$ cat config.mk
export PLATFORM = sky130hd
export DESIGN_NAME = seq_divider_flat
export DESIGN_NICKNAME = d
export VERILOG_FILES = /design/src/rtl/seq_divider_pkg.sv /design/src/rtl/seq_divider_if.sv /design/src/rtl/seq_divider_div_step.sv /design/src/rtl/seq_divider.sv /design/src/flat_wrapper.sv
export SDC_FILE = /design/constraint.sdc
export NUM_CORES = 1
export LEC_CHECK = 0
export ABC_AREA = 0
export BUFFER_PORTS_ARGS = -buffer_cell sky130_fd_sc_hd__buf_2
export CORE_MARGIN = 10
export CORE_UTILIZATION = 40
export DETAILED_ROUTE_END_ITERATION = 10
export PLACE_DENSITY = 0.59
export SETUP_SLACK_MARGIN = 0.05
export SYNTH_ARGS = -nofsm -noshare
export SYNTH_HDL_FRONTEND = slang
export SYNTH_SLANG_ARGS = --single-unit
$ cat constraint.sdc
create_clock -name clk -period 4 [get_ports clk]
set_input_delay 0.4 -clock clk [delete_from_list [all_inputs] [get_ports clk]]
set_output_delay 0.4 -clock clk [all_outputs]
set_load 0.01 [all_outputs]
$ cat src/rtl/seq_divider_pkg.sv
// Shared definitions for the iterative restoring divider.
// State encoding, default widths and the MIPS funct codes.
package seq_divider_pkg;

    localparam int WIDTH_DEF = 32;
    localparam int CNT_W_DEF = 6;

    localparam logic [5:0] FUNCT_DIV  = 6'h1A;
    localparam logic [5:0] FUNCT_DIVU = 6'h1B;

    typedef enum logic [1:0] {
        S_IDLE = 2'b00,
        S_CALC = 2'b01,
        S_FIX  = 2'b10,
        S_DONE = 2'b11
    } state_e;

endpackage

$ cat src/rtl/seq_divider_if.sv
// Start/busy/done handshake bundle between control unit and divider.
// Result fields feed the HI/LO registers.
interface seq_divider_if #(
    parameter int WIDTH = seq_divider_pkg::WIDTH_DEF
);
    logic             Start;
    logic             Signed;
    logic [WIDTH-1:0] Dividend;
    logic [WIDTH-1:0] Divisor;
    logic             Busy;
    logic             Done;
    logic [WIDTH-1:0] Quotient;
    logic [WIDTH-1:0] Remainder;
    logic             DivByZero;

    modport master (
        output Start, Signed, Dividend, Divisor,
        input  Busy, Done, Quotient, Remainder, DivByZero
    );

    modport slave (
        input  Start, Signed, Dividend, Divisor,
        output Busy, Done, Quotient, Remainder, DivByZero
    );
endinterface

$ cat src/rtl/seq_divider_div_step.sv
// One restoring-division step: shift in a dividend bit, trial subtract.
// The extra top bit of the trial result is the borrow.
module div_step #(
    parameter int WIDTH = 32
) (
    input  logic [WIDTH-1:0] rem_i,
    input  logic             msb_i,
    input  logic [WIDTH-1:0] dvs_i,
    output logic [WIDTH-1:0] rem_o,
    output logic             q_o
);
    logic [WIDTH:0] shifted;
    logic [WIDTH:0] trial;

    assign shifted = {rem_i, msb_i};
    assign trial   = shifted - {1'b0, dvs_i};
    assign q_o     = ~trial[WIDTH];
    assign rem_o   = q_o ? trial[WIDTH-1:0] : shifted[WIDTH-1:0];
endmodule

$ cat src/rtl/seq_divider.sv
// Iterative 32-bit restoring divider for DIV/DIVU, one quotient bit per clock.
// Works on magnitudes and restores signs in a single fix-up cycle.
module seq_divider
    import seq_divider_pkg::*;
#(
    parameter int WIDTH = WIDTH_DEF,
    parameter int CNT_W = CNT_W_DEF
) (
    input  logic         clk,
    input  logic         reset,
    seq_divider_if.slave div_if
);
    state_e state_q, state_d;

    logic [WIDTH-1:0] rem_q, rem_d;
    logic [WIDTH-1:0] quo_q, quo_d;
    logic [WIDTH-1:0] dvs_q, dvs_d;
    logic [CNT_W-1:0] cnt_q, cnt_d;
    logic             qneg_q, qneg_d;
    logic             rneg_q, rneg_d;
    logic [WIDTH-1:0] quot_q, quot_d;
    logic [WIDTH-1:0] remo_q, remo_d;
    logic             dbz_q, dbz_d;

    logic             div_zero;
    logic             a_neg, b_neg;
    logic [WIDTH-1:0] a_mag, b_mag;
    logic             last;
    logic [WIDTH-1:0] step_rem;
    logic             step_q;

    // -2^31 negates to itself, which is the correct unsigned magnitude
    assign div_zero = (div_if.Divisor == '0);
    assign a_neg    = div_if.Signed & div_if.Dividend[WIDTH-1];
    assign b_neg    = div_if.Signed & div_if.Divisor[WIDTH-1];
    assign a_mag    = a_neg ? -div_if.Dividend : div_if.Dividend;
    assign b_mag    = b_neg ? -div_if.Divisor : div_if.Divisor;
    assign last     = (cnt_q == CNT_W'(WIDTH - 1));

    div_step #(.WIDTH(WIDTH)) u_step (
        .rem_i (rem_q),
        .msb_i (quo_q[WIDTH-1]),
        .dvs_i (dvs_q),
        .rem_o (step_rem),
        .q_o   (step_q)
    );

    always_ff @(posedge clk or negedge reset) begin
        if (!reset) begin
            state_q <= S_IDLE;
        end else begin
            state_q <= state_d;
        end
    end

    always_comb begin
        state_d = state_q;
        unique case (state_q)
            S_IDLE: begin
                if (div_if.Start) begin
                    state_d = div_zero ? S_DONE : S_CALC;
                end
            end
            S_CALC: begin
                if (last) begin
                    state_d = S_FIX;
                end
            end
            S_FIX:   state_d = S_DONE;
            S_DONE:  state_d = S_IDLE;
            default: state_d = S_IDLE;
        endcase
    end

    always_comb begin
        div_if.Busy = (state_q == S_CALC) || (state_q == S_FIX);
        div_if.Done = (state_q == S_DONE);
    end

    always_comb begin
        rem_d  = rem_q;
        quo_d  = quo_q;
        dvs_d  = dvs_q;
        cnt_d  = cnt_q;
        qneg_d = qneg_q;
        rneg_d = rneg_q;
        quot_d = quot_q;
        remo_d = remo_q;
        dbz_d  = dbz_q;
        unique case (state_q)
            S_IDLE: begin
                if (div_if.Start && div_zero) begin
                    quot_d = '1;
                    remo_d = div_if.Dividend;
                    dbz_d  = 1'b1;
                end else if (div_if.Start) begin
                    rem_d  = '0;
                    quo_d  = a_mag;
                    dvs_d  = b_mag;
                    cnt_d  = '0;
                    qneg_d = a_neg ^ b_neg;
                    rneg_d = a_neg;
                    dbz_d  = 1'b0;
                end
            end
            S_CALC: begin
                rem_d = step_rem;
                quo_d = {quo_q[WIDTH-2:0], step_q};
                cnt_d = cnt_q + CNT_W'(1);
            end
            S_FIX: begin
                quot_d = qneg_q ? -quo_q : quo_q;
                remo_d = rneg_q ? -rem_q : rem_q;
            end
            default: ;
        endcase
    end

    always_ff @(posedge clk or negedge reset) begin
        if (!reset) begin
            rem_q  <= '0;
            quo_q  <= '0;
            dvs_q  <= '0;
            cnt_q  <= '0;
            qneg_q <= 1'b0;
            rneg_q <= 1'b0;
            quot_q <= '0;
            remo_q <= '0;
            dbz_q  <= 1'b0;
        end else begin
            rem_q  <= rem_d;
            quo_q  <= quo_d;
            dvs_q  <= dvs_d;
            cnt_q  <= cnt_d;
            qneg_q <= qneg_d;
            rneg_q <= rneg_d;
            quot_q <= quot_d;
            remo_q <= remo_d;
            dbz_q  <= dbz_d;
        end
    end

    assign div_if.Quotient  = quot_q;
    assign div_if.Remainder = remo_q;
    assign div_if.DivByZero = dbz_q;
endmodule

$ cat src/flat_wrapper.sv
// flat-port wrapper written by rule: the top's interface ports become plain ports
module seq_divider_flat import seq_divider_pkg::*;
#(
    parameter int WIDTH = WIDTH_DEF,
    parameter int CNT_W = CNT_W_DEF
)
  (clk, reset, div_if_Start, div_if_Signed, div_if_Dividend, div_if_Divisor, div_if_Busy, div_if_Done, div_if_Quotient, div_if_Remainder, div_if_DivByZero);
  seq_divider_if #(.WIDTH(WIDTH)) div_if_i ();
  input  logic clk;
  input  logic reset;
  input wire logic [$bits(div_if_i.Start)-1:0] div_if_Start;
  input wire logic [$bits(div_if_i.Signed)-1:0] div_if_Signed;
  input wire logic [$bits(div_if_i.Dividend)-1:0] div_if_Dividend;
  input wire logic [$bits(div_if_i.Divisor)-1:0] div_if_Divisor;
  output wire logic [$bits(div_if_i.Busy)-1:0] div_if_Busy;
  output wire logic [$bits(div_if_i.Done)-1:0] div_if_Done;
  output wire logic [$bits(div_if_i.Quotient)-1:0] div_if_Quotient;
  output wire logic [$bits(div_if_i.Remainder)-1:0] div_if_Remainder;
  output wire logic [$bits(div_if_i.DivByZero)-1:0] div_if_DivByZero;
  assign div_if_i.Start = div_if_Start;
  assign div_if_i.Signed = div_if_Signed;
  assign div_if_i.Dividend = div_if_Dividend;
  assign div_if_i.Divisor = div_if_Divisor;
  assign div_if_Busy = div_if_i.Busy;
  assign div_if_Done = div_if_i.Done;
  assign div_if_Quotient = div_if_i.Quotient;
  assign div_if_Remainder = div_if_i.Remainder;
  assign div_if_DivByZero = div_if_i.DivByZero;
  seq_divider #(.WIDTH(WIDTH), .CNT_W(CNT_W)) u_core (.clk(clk), .reset(reset), .div_if(div_if_i));
endmodule
# Yosys cells after proc, flatten, opt, wreduce, memory -nomap -nowiden

Cells that the tools add are included.

Flip-flop bits (word level): 171
Output and inout port bits: 67
Logic and storage cells: 65

Add/sub/neg operators: 6
Reductions and logical operators: 12
Bitwise logic cells: 5
Muxes and demuxes: 24
Eq/ne operators: 8

Operators by type and width:

| operator              | count |
|---|---|
| $mux W32              | 11 |
| $pmux W32 S2          | 4 |
| $neg A32 Y32          | 4 |
| $sub A33 B32 Y33      | 1 |
| $logic_not A32 Y1     | 1 |
| $mux W6               | 2 |
| $pmux W6 S2           | 1 |
| $pmux W2 S4           | 1 |
| $add A6 B1 Y6 const B | 1 |
| $eq A6 B5 Y1 const B  | 1 |
| $mux W2               | 3 |
| $reduce_and A2 Y1     | 3 |
| $reduce_and A3 Y1     | 2 |
| $reduce_bool A2 Y1    | 3 |
| $eq A2 B2 Y1 const B  | 2 |
| $ne A2 B1 Y1 const B  | 2 |
| $ne A2 B2 Y1 const B  | 2 |
| $and A1 B1 Y1         | 2 |
| $eq A2 B1 Y1 const B  | 1 |
| $logic_not A2 Y1      | 1 |
| $mux W1               | 2 |
| $not A1 Y1            | 2 |
| $logic_and A1 B1 Y1   | 1 |
| $logic_or A1 B1 Y1    | 1 |
| $xor A1 B1 Y1         | 1 |

# Depth between registers and ports, before layout

Gate-level depths: netlist of the first run.

Depth in word-level cells: 5
Depth in mapped cells: 13
Depth with buffers taken out: 12

# By module

Synthesis of the first run repeated with hierarchy kept, for this count alone.

Cells, all modules: 1470
Area, all modules: 12333.1 um^2

Modules (own cells, without submodules):

| module      | cells an instance | sequential area each (um^2) | times used | area an instance (um^2) |
|---|---|---|---|---|
| seq_divider | 1159              | 4279.1                      | 1          | 10077.2 |
| div_step    | 311               | 0.0                         | 1          | 2255.9 |

# Worst setup path before layout of the first run

Ideal clock, no wire load.

Path kind: flip-flop to flip-flop
Start point: reg u_core.quo_q[31]
End point: reg u_core.rem_q[2]
Arrival time: 2.812 ns
Period minus slack after synthesis: 2.943 ns
Required time: 3.869 ns
Cell stages (with the launch flop): 14
Slack: 1.057 ns
Library setup time: 0.131 ns
Path through: dfrtp_1 -> inv_1 -> ha_1 -> fa_1 -> nor2b_1 -> o2111ai_1 -> a21oi_1 -> o21bai_1 -> nand4_1 -> a31oi_1 -> xnor2_2 -> buf_2 -> mux2i_1 -> o21ai_0

Longest elaborated chain between the ends: 3

RTL lines:

| item                   | line                       | source |
|---|---|---|
| start, declared        | seq_divider.sv:16          | `logic [WIDTH-1:0] quo_q, quo_d;` |
| start signal, assigned | seq_divider.sv:132         | `quo_q <= quo_d;` |
| $sub A33 B32 Y33       | seq_divider_div_step.sv:16 | `assign trial = shifted - {1'b0, dvs_i};` |
| $mux W32               | seq_divider_div_step.sv:18 | `assign rem_o = q_o ? trial[WIDTH-1:0] : shifted[WIDTH-1:0];` |
| $pmux W32 S2           | seq_divider.sv:90          | `unique case (state_q)` |
| end signal, assigned   | seq_divider.sv:131         | `rem_q <= rem_d;` |
| end, declared          | seq_divider.sv:15          | `logic [WIDTH-1:0] rem_q, rem_d;` |

No other way between the ends.
A chain may end at the register's enable or synchronous reset.

# Final worst setup path of the first run

Start point: reg u_core.quo_q[31]
End point: reg u_core.rem_q[1]

The elaborated chain is that of the path after synthesis.

==> run_results.csv, run 1 <==
group,metric,value,unit
floorplan,floorplan.initialDensity,40.6,%
synthesis,synth_top_area_share,36.6,%
clocking,insertion_delay,430,ps
detailed_routing,dr.first_iter.drc_count,636,
detailed_routing,routed_wl,32000,um
critical_path,critPathRequiredTime,4340,ps
clocking,cts_max_path_buffers,2,
detailed_routing,drc,0,
clocking,clkSinkCount,171,
pwr,ir_worst_vdd,0.337,mV
synthesis,synth.most_common_cell,"nand2_1",
placed_design,dpl.hpwl,24400,um
floorplan,core-area,28800,um^2
sta,tightest_slew,989,ps
clocking,cts_tree,"yes",
synthesis,syn_avg_cell_area,8.17,um^2
floorplan,die_h,191,um
synthesis,netlist_area,11700,um^2
synthesis,synth_area_leaders,"dfrtp_1 (37%), nand2_1 (6.1%), a21oi_1 (5.7%), xor2_1 (5.5%), o21ai_0 (5.1%)",
synthesis,synth_edf_count,0,
synthesis,yosysSeqAreaShare,36.6,%
pwr,intPower,4.88,mW
flow_run,cap_violations,0,
detailed_routing,drt-pass1-iter-count,5,
synthesis,synth-main-ff-cell,"dfrtp_1",
sta,rsz0062_at_grt,"false",
critical_path,crit_path_max_fanout,35,
synthesis,yosysUniqueCellTypes,64,
clocking,cts_buffers,17,
final_layout,finalNonFillerCells,1922,
sta,slew_headroom,34.1,%
final_layout,drive_gt1_share,13.2,%
pwr,switching_share,44.6,%
final_layout,area_growth,13.9,%
synthesis,synth_cells,1432,
synthesis,synthesis.nets,1543,
synthesis,ys_ff_latch,171,
final_layout,antenna_cells,0,
pwr,p_leak,5.80,nW
clocking,path_clk_slew,70,ps
grt,antenna_found_initial,0,
synthesis,yosys_warnings,0,
pwr,power_density,661,nW/um^2
critical_path,worstSetupEndpointType,"register",
critical_path,path_delay_family,"compound AO/OA/AOI/OAI gates",
placed_design,dpl.cell_count,1890,
grt,grt_max_degree,87,
pwr,p_sw,3.92,mW
final_layout,nets,1636,
placed_design,portBuffers,134,
grt,grt_usage,17.5,%
pwr,comb_power_share,47.7,%
sta,fin_hold_ws,-13.6,ps
final_layout,fin_util,46.3,%
floorplan,ios,135,
floorplan,row_count,62,
floorplan,die_x,191,um
critical_path,startpoint_type,"register",
synthesis,yosysTopAreaCell,"dfrtp_1",
synthesis,synth-async-reset-ratio,100,%
sta,period_share,82.5,%
clocking,clockRootBuffer,"clkbuf_16",
sta,finClkSkew,13.2,ps
grt,grt_pass1_wl,52600,um
critical_path,path_cells,"inv_1, ha_1, fa_1, nor2b_1, o2111ai_1, a21oi_1, o21bai_1, nand4_1, a31oi_1, xnor2_4, buf_12, mux2_2, o22ai_1",
critical_path,critPathKind,"reg2reg",
placed_design,place_congestion,0.881,
detailed_routing,ant_nets,0,
sta,finalSetupViolations,0,
detailed_routing,routedWlPerCell,16.6,um
sta,report.final.slew_viol_count,0,
critical_path,cp_num_buf_inv,2,
sta,fmax,0.303,GHz
run_status,violations,"hold timing",
sta,fin_setup_tns,0,ps
pwr,seqPwrFrac,33.4,%
clocking,cts-resized-gates,0,
detailed_routing,vias_per_cell,5.33,
sta,period_needed,3300,ps
critical_path,worstPathArrival,3630,ps
detailed_routing,via_count,10235,
pwr,pwr-share-clk,18.8,%
sta,hold_viol_final,8,
min_path,hp-class,"in2async",
grt,grt_pass1_vias,10085,
grt,gr-total-overflow,0,
clocking,holdBufCountCts,0,
critical_path,crit_slowest_cell,"fa_1",
floorplan,die_area,36500,um^2
run_status,status,"finished with violations",
clocking,htree_levels,4,
clocking,postCtsSetupBuffers,0,
synthesis,netlist_top_cells_count,"nand2_1 (190), dfrtp_1 (171), nor2_1 (139)",
critical_path,cp_slowest_stage_delay,400,ps
[path summary, 6_finish.rpt]
path / end / slack [ps] / depth (start not counted) / startpoint
max in group asynchronous: u_core.dvs_q[24]$_DFFE_PN0P_ / 3000 / 2 / reset
min in group clk: u_core.div_if.Remainder[17]$_DFFE_PN0P_ / 270 / 3 / div_if_Dividend[17]
worst max register to register: u_core.rem_q[1]$_DFFE_PN0P_ / 700 / 13 / u_core.quo_q[31]$_DFFE_PN0P_
worst min register to register: u_core.div_if.Remainder[17]$_DFFE_PN0P_ / 460 / 2 / u_core.div_if.Remainder[17]$_DFFE_PN0P_
worst max-delay path: u_core.rem_q[1]$_DFFE_PN0P_ / 700 / 13 / u_core.quo_q[31]$_DFFE_PN0P_
worst min-delay path: u_core.div_if.Quotient[7]$_DFFE_PN0P_ / -10 / 1 / reset
[state kept, by name (all words and copies together) (netlist names)]
register and cells:
u_core.div_if.Remainder 32, u_core.cnt_q 6, u_core.div_if.Quotient 32, u_core.qneg_q 1
u_core.quo_q 32, u_core.dvs_q 32, u_core.rneg_q 1, u_core.rem_q 32
u_core.state_q 2, u_core.div_if.DivByZero 1
[placed cells by master (no fill, tap or decap), types with 20 or more instances in the layout]
cell type | synthesis | routed
o31ai_1 | 20 | 20
mux2i_1 | 41 | 41
o21ai_1 | 39 | 39
buf_2 | 16 | 133
dfrtp_1 | 171 | 171
nor3_1 | 26 | 26
nand2_1 | 190 | 190
inv_1 | 64 | 64
xnor2_1 | 68 | 68
o21ai_0 | 119 | 118
xor2_1 | 74 | 74
nor2_1 | 139 | 139
a31oi_1 | 37 | 37
a21oi_1 | 133 | 133
ha_1 | 42 | 40
[stage by stage]
step | cell area [um^2] | setup WS (ps) | power, mW
finish | 13300 | 702 | 8.80
global route | 13300 | 409 | 9.58
CTS | 13300 | 729 | 8.87
detailed placement | 12700 | 770 | 7.20
global placement | 12700 | 804 | 7.14
floorplan | 11700 | 1060 | 5.92
[layer usage]
layer / GRT usage (%) / part of all wire (%) / up-vias
met2: 28.4 / 45 / 215
met4: 3.45 / 1.1 / 0
met1: 24.0 / 49 / 4795
met3: 2.84 / 4.2 / 24
met5: 0 / 0 / -
li1: - / - / 5201
[layout make-up]
cell class,instances,area (um^2)
fill,2890,15500
multi-input combinational,1121,6890
sequential,171,4280
timing repair buffer,150,847
tap,384,480
clock buffer,19,433
inverter,64,240
clock inverter,13,144
[logic make-up (layout without fill, tap and decap cells)]
logic type      Yosys count  after routing  synth area share [%]
xor+xnor                143            143                  10.8
flops                   171            171                  36.6
buf+inv                 140            246                  4.87
mux                      44             44                  3.80
compound gates          431            431                  21.5
fa+ha+maj                43             43                  4.67
simple gates            460            460                  17.8
[power by group through the flow]
stage | clock, mW | combinational, mW | sequential (mW)
floorplan | 0 | 3.02 | 2.90
global placement | 0 | 4.19 | 2.95
detailed placement | 0 | 4.23 | 2.97
CTS | 1.69 | 4.24 | 2.94
global route | 1.77 | 4.77 | 3.03
finish | 1.66 | 4.20 | 2.94
Note: power is estimated with default switching activity, not from simulation.
==> run 2, diff against run 1 <==
- clock period: 4 -> 3.15 ns (I/O delays scaled with it)
==> run_results.csv, run 2 (same netlist as run 1, synthesis figures left out) <==
group,metric,value,unit
detailed_routing,routedWlPerCell,16.8,um
pwr,power.total,11.6,mW
placed_design,portBuffers,134,
pwr,intPower,6.49,mW
critical_path,startpoint_type,"register",
sta,finClkSkew,9.55,ps
pwr,p_sw,5.14,mW
grt,grt_pass1_vias,10313,
detailed_routing,routed_wl,33300,um
grt,met2_usage,29.7,%
pwr,seqPwrFrac,31.7,%
final_layout,area_growth,18.4,%
detailed_routing,ant_nets,0,
sta,hold_viol_final,0,
sta,report.final.slew_viol_count,0,
grt,grt_usage,18.1,%
sta,period_share,94.1,%
placed_design,place_congestion,0.872,
placed_design,dpl.hpwl,26000,um
clocking,cts_max_path_buffers,2,
critical_path,critPathKind,"reg2reg",
critical_path,critPathRequiredTime,3460,ps
floorplan,die_x,191,um
sta,rsz0062_at_grt,"false",
sta,slew_headroom,45.5,%
pwr,ir_worst_vdd,0.448,mV
clocking,clkSinkCount,171,
final_layout,drive_gt1_share,16.7,%
final_layout,nets,1693,
floorplan,die_area,36500,um^2
sta,period_needed,2960,ps
sta,fin_setup_tns,0,ps
clocking,cts_tree,"yes",
sta,finalSetupViolations,0,
final_layout,antenna_cells,0,
grt,grt_pass1_wl,54200,um
flow_run,cap_violations,0,
critical_path,worstPathArrival,3270,ps
pwr,p_leak,6.12,nW
critical_path,worstSetupEndpointType,"register",
clocking,path_clk_slew,70,ps
floorplan,core-area,28800,um^2
detailed_routing,via_count,10494,
critical_path,crit_path_max_fanout,8,
detailed_routing,vias_per_cell,5.30,
clocking,clockRootBuffer,"clkbuf_16",
grt,grt_max_degree,84,
final_layout,layout_common_cells,"nand2_1 (190), dfrtp_1 (171), nor2_1 (139), buf_2 (133), a21oi_1 (132)",
floorplan,ios,135,
placed_design,place_area,13200,um^2
grt,antenna_found_initial,0,
grt,grt_use_met1,24.5,%
final_layout,final_cell_area,13800,um^2
floorplan,row_count,62,
min_path,hp-class,"in2reg",
grt,busiest_layer,"met2",
pwr,power_density,840,nW/um^2
clocking,insertion_delay,430,ps
grt,grt_util_met3,2.48,%
detailed_routing,drt-pass1-iter-count,5,
final_layout,final_common_cell,"nand2_1",
grt,gr-total-overflow,0,
pwr,switching_share,44.2,%
sta,tightest_slew,816,ps
clocking,htree_levels,4,
floorplan,floorplan.initialDensity,40.6,%
detailed_routing,drc,0,
pwr,comb_power_share,49.8,%
pwr,pwr-share-clk,18.5,%
clocking,cts_buffers,17,
sta,fmax,0.337,GHz
run_status,status,"complete, no violations",
sta,fin_hold_ws,176,ps
detailed_routing,dr.first_iter.drc_count,534,
floorplan,die_h,191,um
## run 2: cell types whose count changed in the layout (fill, tap and decap cells not counted), moves of 2 or more
cell,delta
buf_4,+52
buf_12,+4
clkinvlp_4,-2
inv_6,+2
inv_8,+2
## run 2: per-stage QoR
step / setup slack, ps / instances / util, %
2_1_floorplan: 207 / 1432 / -
5_1_grt: 26.3 / 1979 / 48.1
3_5_place_dp: 121 / 1943 / 45.8
3_3_place_gp: 162 / 1943 / 45.8
6_report: 186 / 1979 / 48.1
4_1_cts: 69.5 / 1976 / 47.9
## run 2: layer usage
| layer | routed length [um] | share of wire [%] | up-vias |
|---|---|---|---|
| met4 | 607 | 1.8 | 0 |
| met3 | 1430 | 4.3 | 37 |
| met1 | 15900 | 48 | 4910 |
| li1 | - | - | 5321 |
| met5 | 0 | 0 | - |
| met2 | 15400 | 46 | 226 |
## run 2: layout make-up
| cell class | instances | area (um^2) |
|---|---|---|
| repair buffers | 207 | 1330 |
| clock inverters | 14 | 160 |
| clock buffers | 18 | 429 |
| well taps | 384 | 480 |
| multi-input cells | 1121 | 6920 |
| flip-flops and latches | 171 | 4280 |
| fillers | 2849 | 14900 |
| inverters | 64 | 240 |
## run 2: final timing paths
kind / start / to / slack [ps] / cells past startpoint
max: u_core.rem_q[7]$_DFFE_PN0P_ / u_core.rem_q[31]$_DFFE_PN0P_ / 190 / 12
min: div_if_Dividend[17] / u_core.div_if.Remainder[17]$_DFFE_PN0P_ / 180 / 3
max reg2reg: u_core.rem_q[7]$_DFFE_PN0P_ / u_core.rem_q[31]$_DFFE_PN0P_ / 190 / 12
min reg2reg: u_core.div_if.Remainder[6]$_DFFE_PN0P_ / u_core.div_if.Remainder[6]$_DFFE_PN0P_ / 480 / 2
max in group asynchronous: reset / u_core.rem_q[10]$_DFFE_PN0P_ / 1800 / 3
min in group asynchronous: reset / u_core.div_if.Quotient[8]$_DFFE_PN0P_ / 520 / 2
## run 2: critical path: stages, from the launching register on
cell,delay (ps)
dfrtp_1,540
ha_1,320
buf_4,160
a21oi_1,150
o21a_1,220
o221a_2,200
a21bo_2,250
a2111oi_0,360
buf_4,200
o22ai_1,80
xor2_1,150
mux2i_1,120
o21ai_0,90
## run 2: power by group through the flow
| stage | Combinational, mW | Clock (mW) | Sequential [mW] |
|---|---|---|---|
| 6_report | 5.79 | 2.15 | 3.68 |
| 5_1_grt | 6.51 | 2.29 | 3.81 |
| 4_1_cts | 5.82 | 2.19 | 3.69 |
| 3_5_place_dp | 5.80 | 0 | 3.73 |
| 3_3_place_gp | 5.74 | 0 | 3.70 |
| 2_1_floorplan | 3.84 | 0 | 3.68 |
## run 2: timing repair
item,CTS,global route
resized for setup,0,8
endpoints found under the setup margin,0,35
setup buffers,0,3
hold buffers,1,0
hold endpoints to repair,41,0
==> run 3, diff against run 2 <==
- PLACE_DENSITY: 0.59 -> 0.62
- SKIP_LAST_GASP: default -> 1
- SLEW_MARGIN: default -> 20
==> run_results.csv, run 3 (same netlist as run 1, synthesis figures left out) <==
group,metric,value,unit
pwr,ir_worst_vdd,0.456,mV
critical_path,worstPathArrival,3240,ps
floorplan,die_h,191,um
critical_path,critPathKind,"reg2reg",
detailed_routing,routedWlPerCell,16.6,um
floorplan,core-area,28800,um^2
placed_design,portBuffers,134,
sta,hold_viol_final,0,
sta,fin_setup_tns,0,ps
detailed_routing,drt-pass1-iter-count,5,
sta,period_needed,2930,ps
run_status,status,"complete, no violations",
final_layout,area_growth,19.6,%
clocking,htree_levels,4,
sta,rsz0062_at_grt,"true",
clocking,cts_max_path_buffers,2,
sta,finalSetupViolations,0,
grt,grt_usage,18.0,%
sta,fmax,0.342,GHz
floorplan,die_area,36500,um^2
critical_path,crit_path_max_fanout,4,
placed_design,place_congestion,0.890,
min_path,hold_end,"u_core.dvs_q[25]$_DFFE_PN0P_",
grt,grt_pass1_vias,10259,
grt,grt_max_degree,76,
final_layout,antenna_cells,0,
critical_path,r2r-end,"u_core.rem_q[31]$_DFFE_PN0P_",
critical_path,critPathRequiredTime,3460,ps
pwr,power_density,833,nW/um^2
final_layout,layout_common_cells,"nand2_1 (190), dfrtp_1 (171), nor2_1 (139), buf_2 (133), a21oi_1 (132)",
placed_design,dpl.hpwl,25900,um
clocking,clkSinkCount,171,
pwr,p_leak,6.22,nW
detailed_routing,dr.first_iter.drc_count,585,
critical_path,r2r-start,"u_core.quo_q[31]$_DFFE_PN0P_",
final_layout,nets,1710,
critical_path,path_delay_family,"compound AO/OA/AOI/OAI gates",
critical_path,cp_common_cell,"buf_4",
sta,report.final.slew_viol_count,0,
floorplan,row_count,62,
critical_path,reg2regPathDepth,14,
critical_path,crit_slowest_cell,"fa_2",
pwr,power.total,11.6,mW
grt,antenna_found_initial,0,
clocking,cts_tree,"yes",
sta,tightest_slew,828,ps
sta,finClkSkew,9.88,ps
final_layout,finalNonFillerCells,1996,
min_path,hp-class,"in2reg",
detailed_routing,vias_per_cell,5.24,
final_layout,drive_gt1_share,17.6,%
clocking,insertion_delay,440,ps
critical_path,cp_slowest_stage_delay,360,ps
critical_path,path_cells,"inv_1, ha_1, fa_2, nor2b_1, o2111ai_2, a21oi_2, o21bai_2, nand4_1, a31oi_4, xnor2_4, buf_4, buf_4, mux2i_1, o21ai_0",
clocking,path_clk_slew,70,ps
floorplan,floorplan.initialDensity,40.6,%
final_layout,final_common_cell,"nand2_1",
critical_path,startpoint_type,"register",
clocking,cts_buffers,17,
placed_design,dpl.cell_count,1959,
detailed_routing,ant_nets,0,
sta,slew_headroom,44.7,%
grt,gr-total-overflow,0,
clocking,clockRootBuffer,"clkbuf_16",
min_path,hold_depth,3,
critical_path,r2r_slack,220,ps
floorplan,ios,135,
min_path,min-delay-start,"div_if_Divisor[25]",
detailed_routing,routed_wl,33100,um
grt,grt_pass1_wl,54000,um
flow_run,cap_violations,0,
detailed_routing,via_count,10452,
critical_path,worstSetupEndpointType,"register",
sta,period_share,92.9,%
detailed_routing,drc,0,
critical_path,crit_cells,14,
sta,fin_hold_ws,184,ps
critical_path,cp_num_buf_inv,3,
floorplan,die_x,191,um
==> run 3: cell count changes in the layout (fill, tap and decap cells not counted), moves of 2 or more <==
cell and delta:
inv_6 -3, inv_8 +2, clkinv_2 -2, clkinvlp_4 -2, bufinv_16 -2, clkinv_8 +6, buf_4 +18
==> run 3: area by class of cell <==
| type | instances | area (um^2) |
|---|---|---|
| Timing Repair Buffer | 224 | 1440 |
| Fill cell | 2845 | 14800 |
| Clock buffer | 17 | 425 |
| Sequential cell | 171 | 4280 |
| Clock inverter | 15 | 194 |
| Tap cell | 384 | 480 |
| Inverter | 64 | 240 |
| Multi-Input combinational cell | 1121 | 6930 |
==> run 3: per-stage QoR <==
stage          setup WS, ps  cell area (um^2)  util (%)
4_1_cts                 126             14000      48.5
3_5_place_dp           -101             13300      46.1
3_3_place_gp          -36.2             13300      46.1
5_1_grt                48.7             14000      48.6
6_report                224             14000      48.6
2_1_floorplan           207             11700         -
==> run 3: how the worst max path moves through the flow <==
stage,start,to,slack (ps)
final,u_core.quo_q[31]$_DFFE_PN0P_,u_core.rem_q[31]$_DFFE_PN0P_,220
after global routing,u_core.quo_q[31]$_DFFE_PN0P_,u_core.rem_q[6]$_DFFE_PN0P_,50
after CTS,u_core.quo_q[31]$_DFFE_PN0P_,u_core.rem_q[4]$_DFFE_PN0P_,130
after detailed placement,u_core.quo_q[31]$_DFFE_PN0P_,u_core.rem_q[4]$_DFFE_PN0P_,-100
after global placement,u_core.quo_q[31]$_DFFE_PN0P_,u_core.rem_q[2]$_DFFE_PN0P_,-40
after floorplan,u_core.quo_q[31]$_DFFE_PN0P_,u_core.rem_q[2]$_DFFE_PN0P_,210
==> run 3: tightest hold or removal path, delay by kind of cell <==
| kind | cells | cell delay, ps |
|---|---|---|
| buf+inv | 1 | 100 |
| xor+xnor | 1 | 100 |
| compound gates | 1 | 60 |
==> run 3: routing by layer <==
layer	track usage (%)	part of all wire [%]	vias up
met1	24.9	49	4882
li1	-	-	5346
met3	2.57	3.9	23
met2	29.3	46	201
met4	3.79	0.99	0
met5	0	0	-
==> run 3: where the power goes <==
group | switching (mW) | total (mW) | internal (mW)
Sequential | 0.679 | 3.68 | 3.00
Clock | 1.08 | 2.16 | 1.09
Combinational | 3.50 | 5.80 | 2.30
Total | 5.25 | 11.6 | 6.39
==> run 3: repair_timing <==
item / 4_1_cts / 5_1_grt
resized for setup: 2 / 5
pin swaps: 1 / 3
setup endpoints to repair: 32 / 34
buffers inserted: 3 / 1
hold buffers: 1 / 0
endpoints found under the hold margin: 71 / 0
